`src/rtl/psum_accumulator.sv`:
```
// Accumulates a programmed count of unsigned partial sums onto a signed bias, then requantizes
// the total with a round-half-up arithmetic right shift and saturation to a signed int8.
module psum_accumulator #(
  parameter int unsigned PSUM_WIDTH  = 16,
  parameter int unsigned ACC_WIDTH   = 32,
  parameter int unsigned OUT_WIDTH   = 8,
  parameter int unsigned CHUNK_WIDTH = 8,
  parameter int unsigned SHIFT_WIDTH = 5
) (
  input  logic                   clk,
  input  logic                   rst,
  input  logic                   start_i,
  input  logic [CHUNK_WIDTH-1:0] num_chunks_i,
  input  logic [ACC_WIDTH-1:0]   bias_i,
  input  logic [SHIFT_WIDTH-1:0] shift_i,
  input  logic [PSUM_WIDTH-1:0]  psum_i,
  input  logic                   psum_valid_i,
  output logic                   busy_o,
  output logic [ACC_WIDTH-1:0]   acc_out,
  output logic [OUT_WIDTH-1:0]   q_out,
  output logic                   ovf_o,
  output logic                   valid_out,
  output logic                   err_o
);

  // One guard bit above the accumulator catches overflow and keeps rounding exact.
  localparam int unsigned SumW = ACC_WIDTH + 1;

  localparam logic signed [SumW-1:0] AccMax = {2'b00, {(ACC_WIDTH-1){1'b1}}};
  localparam logic signed [SumW-1:0] AccMin = {2'b11, {(ACC_WIDTH-1){1'b0}}};
  localparam logic signed [SumW-1:0] OutMax =
      {{(SumW-OUT_WIDTH+1){1'b0}}, {(OUT_WIDTH-1){1'b1}}};
  localparam logic signed [SumW-1:0] OutMin =
      {{(SumW-OUT_WIDTH+1){1'b1}}, {(OUT_WIDTH-1){1'b0}}};

  typedef enum logic [1:0] {StIdle, StAcc, StRnd} state_e;

  state_e                  state_q;
  logic [CHUNK_WIDTH-1:0]  num_chunks_q;
  logic [CHUNK_WIDTH-1:0]  cnt_q;
  logic [SHIFT_WIDTH-1:0]  shift_q;
  logic [ACC_WIDTH-1:0]    acc_q;
  logic                    job_ovf_q;

  logic signed [SumW-1:0]  acc_ext;
  logic signed [SumW-1:0]  sum_ext;
  logic [ACC_WIDTH-1:0]    acc_sat;
  logic                    acc_clamped;
  logic                    last_chunk;
  logic signed [SumW-1:0]  rnd_add;
  logic signed [SumW-1:0]  rnd_sum;
  logic signed [SumW-1:0]  rnd_shr;
  logic [OUT_WIDTH-1:0]    q_next;

  assign busy_o  = (state_q != StIdle);
  assign acc_ext = {acc_q[ACC_WIDTH-1], acc_q};

  // Saturating add of the zero-extended partial sum.
  always_comb begin
    sum_ext     = acc_ext + {{(SumW-PSUM_WIDTH){1'b0}}, psum_i};
    acc_sat     = sum_ext[ACC_WIDTH-1:0];
    acc_clamped = 1'b0;
    if (sum_ext > AccMax) begin
      acc_sat     = AccMax[ACC_WIDTH-1:0];
      acc_clamped = 1'b1;
    end else if (sum_ext < AccMin) begin
      acc_sat     = AccMin[ACC_WIDTH-1:0];
      acc_clamped = 1'b1;
    end
  end

  assign last_chunk = (({1'b0, cnt_q} + 1'b1) == {1'b0, num_chunks_q});

  // Round half up: add 2^(shift-1) before the arithmetic shift, then clamp to the output range.
  always_comb begin
    rnd_add = '0;
    if (shift_q != '0) begin
      rnd_add = {{(SumW-1){1'b0}}, 1'b1} << (shift_q - 1'b1);
    end
    rnd_sum = acc_ext + rnd_add;
    rnd_shr = rnd_sum >>> shift_q;
    if (rnd_shr > OutMax) begin
      q_next = OutMax[OUT_WIDTH-1:0];
    end else if (rnd_shr < OutMin) begin
      q_next = OutMin[OUT_WIDTH-1:0];
    end else begin
      q_next = rnd_shr[OUT_WIDTH-1:0];
    end
  end

  always_ff @(posedge clk) begin
    if (!rst) begin
      state_q      <= StIdle;
      num_chunks_q <= '0;
      cnt_q        <= '0;
      shift_q      <= '0;
      acc_q        <= '0;
      job_ovf_q    <= 1'b0;
      acc_out      <= '0;
      q_out        <= '0;
      ovf_o        <= 1'b0;
      valid_out    <= 1'b0;
      err_o        <= 1'b0;
    end else begin
      valid_out <= 1'b0;
      // Partial sums only have a home in StAcc; anywhere else they are dropped and flagged.
      err_o     <= psum_valid_i && (state_q != StAcc);
      unique case (state_q)
        StIdle: begin
          if (start_i) begin
            num_chunks_q <= num_chunks_i;
            shift_q      <= shift_i;
            acc_q        <= bias_i;
            cnt_q        <= '0;
            job_ovf_q    <= 1'b0;
            state_q      <= (num_chunks_i != '0) ? StAcc : StRnd;
          end
        end
        StAcc: begin
          if (psum_valid_i) begin
            acc_q <= acc_sat;
            cnt_q <= cnt_q + 1'b1;
            if (acc_clamped) begin
              job_ovf_q <= 1'b1;
            end
            if (last_chunk) begin
              state_q <= StRnd;
            end
          end
        end
        StRnd: begin
          acc_out   <= acc_q;
          q_out     <= q_next;
          ovf_o     <= job_ovf_q;
          valid_out <= 1'b1;
          state_q   <= StIdle;
        end
        default: state_q <= StIdle;
      endcase
    end
  end

endmodule

```
`config.mk`:
```
export PLATFORM = sky130hd
export DESIGN_NAME = psum_accumulator
export DESIGN_NICKNAME = d
export VERILOG_FILES = /design/src/rtl/psum_accumulator.sv
export SDC_FILE = /design/constraint.sdc
export NUM_CORES = 1
export LEC_CHECK = 0
export CORE_ASPECT_RATIO = 1.2
export CORE_MARGIN = 10
export CORE_UTILIZATION = 30
export DETAILED_ROUTE_END_ITERATION = 7
export GPL_ROUTABILITY_DRIVEN = 0
export PLACE_DENSITY_LB_ADDON = 0.1
export SLEW_MARGIN = 20
export SYNTH_ARGS = -nofsm -noshare
export SYNTH_HDL_FRONTEND = slang
export SYNTH_SLANG_ARGS = --single-unit
```
`constraint.sdc`:
```
create_clock -name clk -period 6.3 [get_ports clk]
set_input_delay 1.26 -clock clk [delete_from_list [all_inputs] [get_ports clk]]
set_output_delay 1.26 -clock clk [all_outputs]
set_load 0.02 [all_outputs]
```
==> out/metrics.csv <==
stage;metric;value;unit
synthesis;synth_compound_area_share;34.6;%
floorplan;die_x;193;microns
drt;drc;0;
drt;vias;11900;
clock_network;clk_latency;0.37;ns
drt;ant_nets;0;
clock_network;cts_tree;built;
synthesis;synthMuxAreaShare;5.72;%
placement;numPortBuffers;108;
clock_network;cts_buffer_depth;2;
synthesis;synth_top_family_by_area;compound AO/OA/AOI/OAI gates;
clock_network;htreeDepth;3;
sta;finalCriticalPeriod;5.81;ns
sta;setup_tns;0;ns
power;p_leak;4.91;nW
drt;totalWireLength;45500;microns
worst_setup_path;crit_type;flop to flop;
power;power_density;232;nW/um^2
layout;syn_to_final_growth;19.2;%
sta;setup_ws;0.490;ns
synthesis;synth_adder_area_share;6.07;%
floorplan;die_area;43900;sq um
worst_setup_path;crit_fanout;12;
sta;setup_viol;0;
clock_network;post_cts_buffers;0;
sta;max-slew-margin-rel;28.8;%
clock_network;cts_hold_buf;0;
global_routing;overflow;0;
sta;layout_worst_path_cycle_share;92.2;%
power;total_power;0.00298;W
global_routing;grt_first_pass_wirelength;70700;microns
worst_hold_path;hold_class;flop to flop;
drt;viasPerCell;5.81;
synthesis;ys_types;105;
global_routing;grt_pass1_vias;11800;
synthesis;syn_area;10800;sq um
layout;diodes;0;
sta;rsz0062_at_grt;false;
synthesis;synthTopCellsByArea;dfxtp_1, nand2_1, ha_1;
layout;nFillCells;3810;
sta;worst_pin_slew;1.07;ns
synthesis;ys.flop_type;dfxtp_1;
synthesis;synth_nets;1619;
synthesis;syn_inst;1503;
clock_network;clockRootBuffer;clkbuf_16;
synthesis;yosys.area_share.simple;26.5;%
worst_setup_path;arrival;6.11;ns
worst_hold_path;min_from;q_out[7]$_SDFFE_PN0P_;
layout;drive_gt1_share;9.90;%
placement;place_ws;0.472;ns
synthesis;syn_avg_cell_area;7.16;sq um
worst_setup_path;rrSetupSlack;0.49;ns
sta;hold_viol_final;0;
worst_hold_path;min_to;q_out[7]$_SDFFE_PN0P_;
worst_setup_path;r2r-start;shift_q[2]$_SDFFE_PN0P_;
run;cap_violations;0;
synthesis;ys_ff_latch;99;
clock_network;cts_made_buffers;9;
worst_setup_path;r2r-end;q_out[0]$_SDFFE_PN0P_;
layout;fin_nets;1707;
worst_setup_path;r2r_cells;18;
global_routing;antenna_found_initial;1;
floorplan;core;35200;sq um
clock_network;cts_resized;0;
floorplan;initial_utilization;30.6;%
synthesis;synth_edf_count;0;
synthesis;yosysWarningCount;0;
worst_setup_path;cp-end-kind;flop;
synthesis;seq_area_frac_synth;18.4;%
clock_network;clk_pin_slew;0.07;ns
floorplan;io_pins;109;
floorplan;die_y;228;microns
synthesis;yosys.area.top_type_share;18.4;%
outcome;status;completed;
drt;drt_iter0_drc;1030;
drt;first_pass_iters;6;
placement;dp_hpwl;35500;microns
floorplan;num_rows;75;
synthesis;synth_largest_area_cell;dfxtp_1;
global_routing;track_usage;20.5;%
sta;clock_skew;0.00790;ns
power;irDropWorstVdd;0.217;mV
synthesis;async_flop_share;0;%
synthesis;synthXorXnorAreaFrac;3.89;%
worst_hold_path;hold_path_depth;2;
drt;wl_per_cell;22.1;microns
worst_setup_path;startpoint_type;flop;
clock_network;cts_sinks;99;
sta;max_freq;172;MHz
global_routing;grt_max_degree;96;
worst_setup_path;worstPathRequired;6.60;ns
sta;slew_violations;0;
cells in the final DEF, fill, tap and decap left out, types with 37 or more instances in the layout:
| cell type | synthesis | routed |
|---|---|---|
| a21oi_1 | 105 | 104 |
| nand3_1 | 46 | 46 |
| a21boi_0 | 66 | 66 |
| ha_1 | 49 | 49 |
| nand2_1 | 234 | 234 |
| o21ai_0 | 82 | 82 |
| clkdlybuf4s50_1 | 0 | 107 |
| nor2_1 | 144 | 144 |
| nor3_1 | 39 | 39 |
| o211ai_1 | 37 | 37 |
| buf_4 | 5 | 73 |
| dfxtp_1 | 99 | 99 |
logic make-up after synthesis:
kind of cell | after synthesis
other | 1
xor gates and xnor gates | 47
and+or+nand+nor | 610
buffers and inverters | 124
muxes | 49
adders and majority gates | 51
AOI/OAI and AO/OA | 522
DFF | 99
through the flow:
step           cell area, sq um  std cells  utilization, %  hold WS [ns]
6_report                  12800       2058            36.5         0.464
3_3_place_gp              12500       2042            35.6         0.455
2_1_floorplan             10800       1503               -         0.441
4_1_cts                   12800       2058            36.5         0.468
5_1_grt                   12800       2058            36.5         0.491
3_5_place_dp              12500       2042            35.6         0.458
routing by layer:
layer  GRT usage (%)  vias up  share of wire (%)
li1                -     5758                  -
met4            6.56        2                2.8
met1            25.1     5702                 42
met3            4.06       67                6.9
met2            35.3      418                 49
met5               0        -              0.026
registers in the layout (all words and copies together), names as in the netlist:
register	cells
job_ovf_q	1
q_out	8
ovf_o	1
state_q	2
acc_out	32
num_chunks_q	8
cnt_q	8
acc_q	32
shift_q	5
err_o	1
valid_out	1
report_power, final:
part           switching, W  total, W  leakage, nW  internal [W]
Combinational      0.000963   0.00158         3.96      0.000620
Sequential         0.000128  0.000821        0.807      0.000694
Clock              0.000264  0.000573        0.137      0.000309
layout make-up:
class / instances / area [sq um] / share of cell area (%)
clock buffers: 12 / 236 / 1.84
clock inverters: 4 / 51.3 / 0.400
inverters: 20 / 75.1 / 0.585
multi-input cells: 1280 / 8280 / 64.6
flip-flops and latches: 99 / 1980 / 15.4
well taps: 462 / 578 / 4.51
repair buffers: 181 / 1620 / 12.7
cells in the mapped netlist, types with 7 or more instances:
library cell and count:
clkbuf_1 75, o21bai_1 7, o21ai_0 82, mux4_2 8, and2_1 17, a21boi_0 66
nand2_1 234, mux2i_1 24, a31oi_1 10, dfxtp_1 99, nor2_1 144, inv_1 17
or3_1 17, mux2_2 15, nor4_1 11, ha_1 49, nand2b_1 9, xnor2_1 28
a21o_1 27, nor3_1 39, buf_2 18, o2111ai_1 9, and3_1 20, nand4_1 16
o22ai_1 7, a211o_1 10, o21a_1 16, nand3_1 46, a211oi_1 25, o21ai_1 14
nor2b_1 14, o211ai_1 37, o31ai_1 9, a21oi_1 105, o221ai_1 7, xor2_1 18
worst max-delay path: stages, from the launching register on:
cell,delay (ns)
dfxtp_1,0.48
nor2_1,0.45
nand2_1,0.38
nor2_1,0.21
ha_1,0.27
buf_4,0.19
a21oi_1,0.19
o21ai_0,0.12
a22o_1,0.29
or3_1,0.54
a311oi_4,0.47
nand2_1,0.27
nor2_2,0.18
a211oi_1,0.10
a2111oi_0,0.46
nand4_1,0.20
o41ai_2,0.62
nand3_1,0.16
a21oi_1,0.17
worst max path at each step:
stage                                  startpoint                endpoint  slack [ns]  cells past startpoint
after floorplan           shift_q[2]$_SDFFE_PN0P_   q_out[0]$_SDFFE_PN0P_        1.07                     21
after global placement                  psum_i[1]  acc_q[17]$_SDFFE_PN0P_        0.46                     15
after detailed placement                psum_i[1]  acc_q[10]$_SDFFE_PN0P_        0.47                     15
after CTS                 shift_q[2]$_SDFFE_PN0P_   q_out[0]$_SDFFE_PN0P_        0.53                     18
after global routing      shift_q[2]$_SDFFE_PN0P_   q_out[0]$_SDFFE_PN0P_        0.12                     18
final                     shift_q[2]$_SDFFE_PN0P_   q_out[0]$_SDFFE_PN0P_        0.49                     18
Power figures use the tool's default switching activity.
==> variant 1 (config.mk and constraints unchanged) <==
The parameter `PSUM_WIDTH` goes from 16 to 12.
--- a/src/rtl/psum_accumulator.sv
+++ b/src/rtl/psum_accumulator.sv
@@ -1,7 +1,7 @@
 // Accumulates a programmed count of unsigned partial sums onto a signed bias, then requantizes
 // the total with a round-half-up arithmetic right shift and saturation to a signed int8.
 module psum_accumulator #(
-  parameter int unsigned PSUM_WIDTH  = 16,
+  parameter int unsigned PSUM_WIDTH  = 12,
   parameter int unsigned ACC_WIDTH   = 32,
   parameter int unsigned OUT_WIDTH   = 8,
   parameter int unsigned CHUNK_WIDTH = 8,
Ports: changed (resized psum_i); port bits go from 109 to 105. The function was not compared with the original's and may differ.
==> variant 1 against the unedited design <==
  * Utilization down 0.66 points
  * Total power up 2.5%
  * Cell area down 5.4%
  * Cell count down 4.5%
  * Synthesized cell count down 4.3%
  * Wire length down 5.9%
  * Critical path depth unchanged
  * Clock skew up 4.1 ps
  * Die area down 4.4%
  * Area after synthesis down 4.9%
  * Sequential cell count unchanged
  * Setup slack better by 110 ps
==> variant 1: results <==
{
  "outcome": "finished clean",
  "post_drt_wl_per_cell_microns": 21.8,
  "first_pass_grt_wire_length_microns": 66500,
  "worst-slew-pin-transition_ps": 1060,
  "nFillCells": 3723,
  "synth.area.mux_share": 0.0566,
  "crit_fanout": 16,
  "seq_area_frac_synth": 0.194,
  "worstSetupStartpoint": "shift_q[1]",
  "fin_worst_skew_ps": 12.0,
  "crit_path_max_incr_delay_ps": 840,
  "synth_fa_ha_area_frac": 0.0589,
  "crit-reg2reg-capture": "q_out[2]",
  "power_drawn_by_the_clock_network_mw": 0.586,
  "grt_start_max_net_pins": 54,
  "detailedPlace.worstSlack_ps": 775,
  "initial_antenna_violation_count": 0,
  "io_buffer_count": 104,
  "global_route.usage.total": 0.199,
  "hold_path_startpoint": "acc_out[9]",
  "compound_gate_fraction_of_synth_area": 0.325,
  "peakVddDrop_mv": 0.168,
  "wl_met2_microns": 20300,
  "top_cells_by_count_synth": "sky130_fd_sc_hd__nand2_1 (233), sky130_fd_sc_hd__nor2_1 (130), sky130_fd_sc_hd__a21oi_1 (107)",
  "dr.first_iter.drc_count": 848,
  "timing.reg2reg.setup_slack_ps": 600,
  "crit_slowest_cell": "sky130_fd_sc_hd__o21ai_0",
  "first_global_vias": 11200,
  "topRoutingLayerUsed": "met4",
  "synth.lib_cells_used.distinct": 97,
  "total_met3_wirelength_after_detailed_routing_microns": 2520,
  "arrival_ps": 5930,
  "routed_via_density": 5.80,
  "timing.final.crit_period_ps": 5700,
  "syn_nets": 1546
}
[variant 1: changes by cell type in the layout (fill, tap and decap cells not counted), moves of 10 or more]
cell	before	now
sky130_fd_sc_hd__or3_1	17	27
sky130_fd_sc_hd__a21boi_0	66	55
sky130_fd_sc_hd__buf_4	73	47
sky130_fd_sc_hd__o21ai_0	82	62
sky130_fd_sc_hd__mux2_2	15	4
sky130_fd_sc_hd__nor2_1	144	130
[variant 1: worst min-delay path by stage]
stage,slack [ps],cells past startpoint,to
final,470,2,acc_out[9]
after global routing,490,2,acc_out[16]
after CTS,470,2,acc_out[9]
after detailed placement,460,2,acc_out[9]
after global placement,450,2,acc_out[22]
after floorplan,440,2,ovf_o
[variant 1: cell families (layout without fill, tap and decap cells)]
logic type,after synthesis,in the layout
DFF,99,99
other,1,1
buffers and inverters,117,188
adders and majority gates,47,47
muxes,42,42
and+or+nand+nor,611,611
AOI/OAI and AO/OA,474,474
xor gates and xnor gates,47,47
[variant 1: metrics by stage]
stage | instances | utilization | area, sq um
after floorplan | 1438 | - | 10200
after global placement | 1951 | 0.349 | 11800
after detailed placement | 1951 | 0.349 | 11800
after CTS | 1965 | 0.358 | 12100
after global routing | 1965 | 0.358 | 12100
final | 1965 | 0.358 | 12100
[variant 1: area by class of cell]
type,instances,area [sq um],share of cell area
Tap cell,456,571,0.0470
Multi-Input combinational cell,1222,7800,0.643
Clock buffer,11,253,0.0208
Timing Repair Buffer,151,1390,0.114
Inverter,23,86.3,0.00712
Clock inverter,3,46.3,0.00382
Sequential cell,99,1980,0.163
[variant 1: layer usage]
layer	vias to the layer above	global-route usage
met2	412	0.330
met5	-	0
met1	5445	0.247
met3	74	0.0332
met4	0	0.0841
li1	5464	-
==> variant 2 (config.mk and constraints unchanged) <==
Without the edit above. The 3 states of `state_e` get a one-hot encoding in 3 bits.
--- a/src/rtl/psum_accumulator.sv
+++ b/src/rtl/psum_accumulator.sv
@@ -33,7 +33,7 @@
   localparam logic signed [SumW-1:0] OutMin =
       {{(SumW-OUT_WIDTH+1){1'b1}}, {(OUT_WIDTH-1){1'b0}}};
 
-  typedef enum logic [1:0] {StIdle, StAcc, StRnd} state_e;
+  typedef enum logic [2:0] {StIdle = 3'b001, StAcc = 3'b010, StRnd = 3'b100} state_e;
 
   state_e                  state_q;
   logic [CHUNK_WIDTH-1:0]  num_chunks_q;
Formal check against the unedited RTL: no difference found for any inputs over 4 cycles, from zero or initial values and one cycle with rst low; so few cycles prove little.
==> variant 2 against the unedited design <==
  * Area after synthesis is 1.1% lower
  * Count of clock-buffer cells in the layout fell by 2
  * Total power fell by 25%
  * Wire length is 0.75% higher
  * Via count rose by 1.4%
  * Setup slack lost 130 ps
  * First-iteration DRC count rose by 24%
  * Cell area shrank 1.8%
  * Sequential cell count up 1
  * Cell count is 1.3% lower
  * Utilization decreased by 0.48 points
  * Critical endpoint is now q_out[3]
  * Largest power group unchanged
  * Highest routed layer is now met4
==> variant 2: results <==
{
  "share_of_the_final_layout_cell_area_in_multi_input_gates": 0.646,
  "first_global_vias": 11800,
  "first_pass_grt_wire_length_microns": 71100,
  "gr-usage-met1": 0.259,
  "post_drt_wl_per_cell_microns": 22.5,
  "synth.lib_cells_used.distinct": 93,
  "nFillCells": 3732,
  "outcome": "finished clean",
  "timing.hold.ws_ps": 471,
  "timing.critical_path.to": "q_out[3]",
  "global_route.usage.total": 0.208,
  "crit_slowest_cell": "sky130_fd_sc_hd__a211oi_1",
  "groute.layer.met2.usage": 0.344,
  "topRoutingLayerUsed": "met4",
  "avgSynthCellArea_sq_um": 7.10,
  "grt_util_met3": 0.0315,
  "power_density_nw_per_um2": 178,
  "crit_fanout": 18,
  "drt-pass1-iter-count": 5,
  "routed_via_density": 5.96,
  "r2r-start": "shift_q[3]",
  "seq_area_frac_synth": 0.188,
  "wl_met2_microns": 21600,
  "flow.area_growth_from_synthesis_pct": 18.3,
  "fin_worst_skew_ps": 10.4,
  "buffer_area_frac": 0.117,
  "inv_count": 29,
  "min_to": "acc_out[14]",
  "worst-slew-pin-transition_ps": 1100
}
## variant 2: cell count changes in the layout (fill, tap and decap cells not counted), moves of 9 or more
cell | unedited run | this run
sky130_fd_sc_hd__o211ai_1 | 37 | 27
sky130_fd_sc_hd__a21boi_0 | 66 | 51
sky130_fd_sc_hd__inv_1 | 17 | 27
sky130_fd_sc_hd__buf_4 | 73 | 53
sky130_fd_sc_hd__nand2_1 | 234 | 215
sky130_fd_sc_hd__o22ai_1 | 7 | 21
sky130_fd_sc_hd__o21ai_1 | 14 | 5
sky130_fd_sc_hd__nor3_1 | 39 | 30
sky130_fd_sc_hd__o21ai_0 | 82 | 98
## variant 2: logic make-up after synthesis
kind of cell,count (synthesis),share of synthesized area
and+or+nand+nor,580,0.252
AOI/OAI and AO/OA,543,0.359
other,1,0.000352
DFF,100,0.188
xor gates and xnor gates,45,0.0370
adders and majority gates,51,0.0614
muxes,44,0.0510
buffers and inverters,135,0.0505
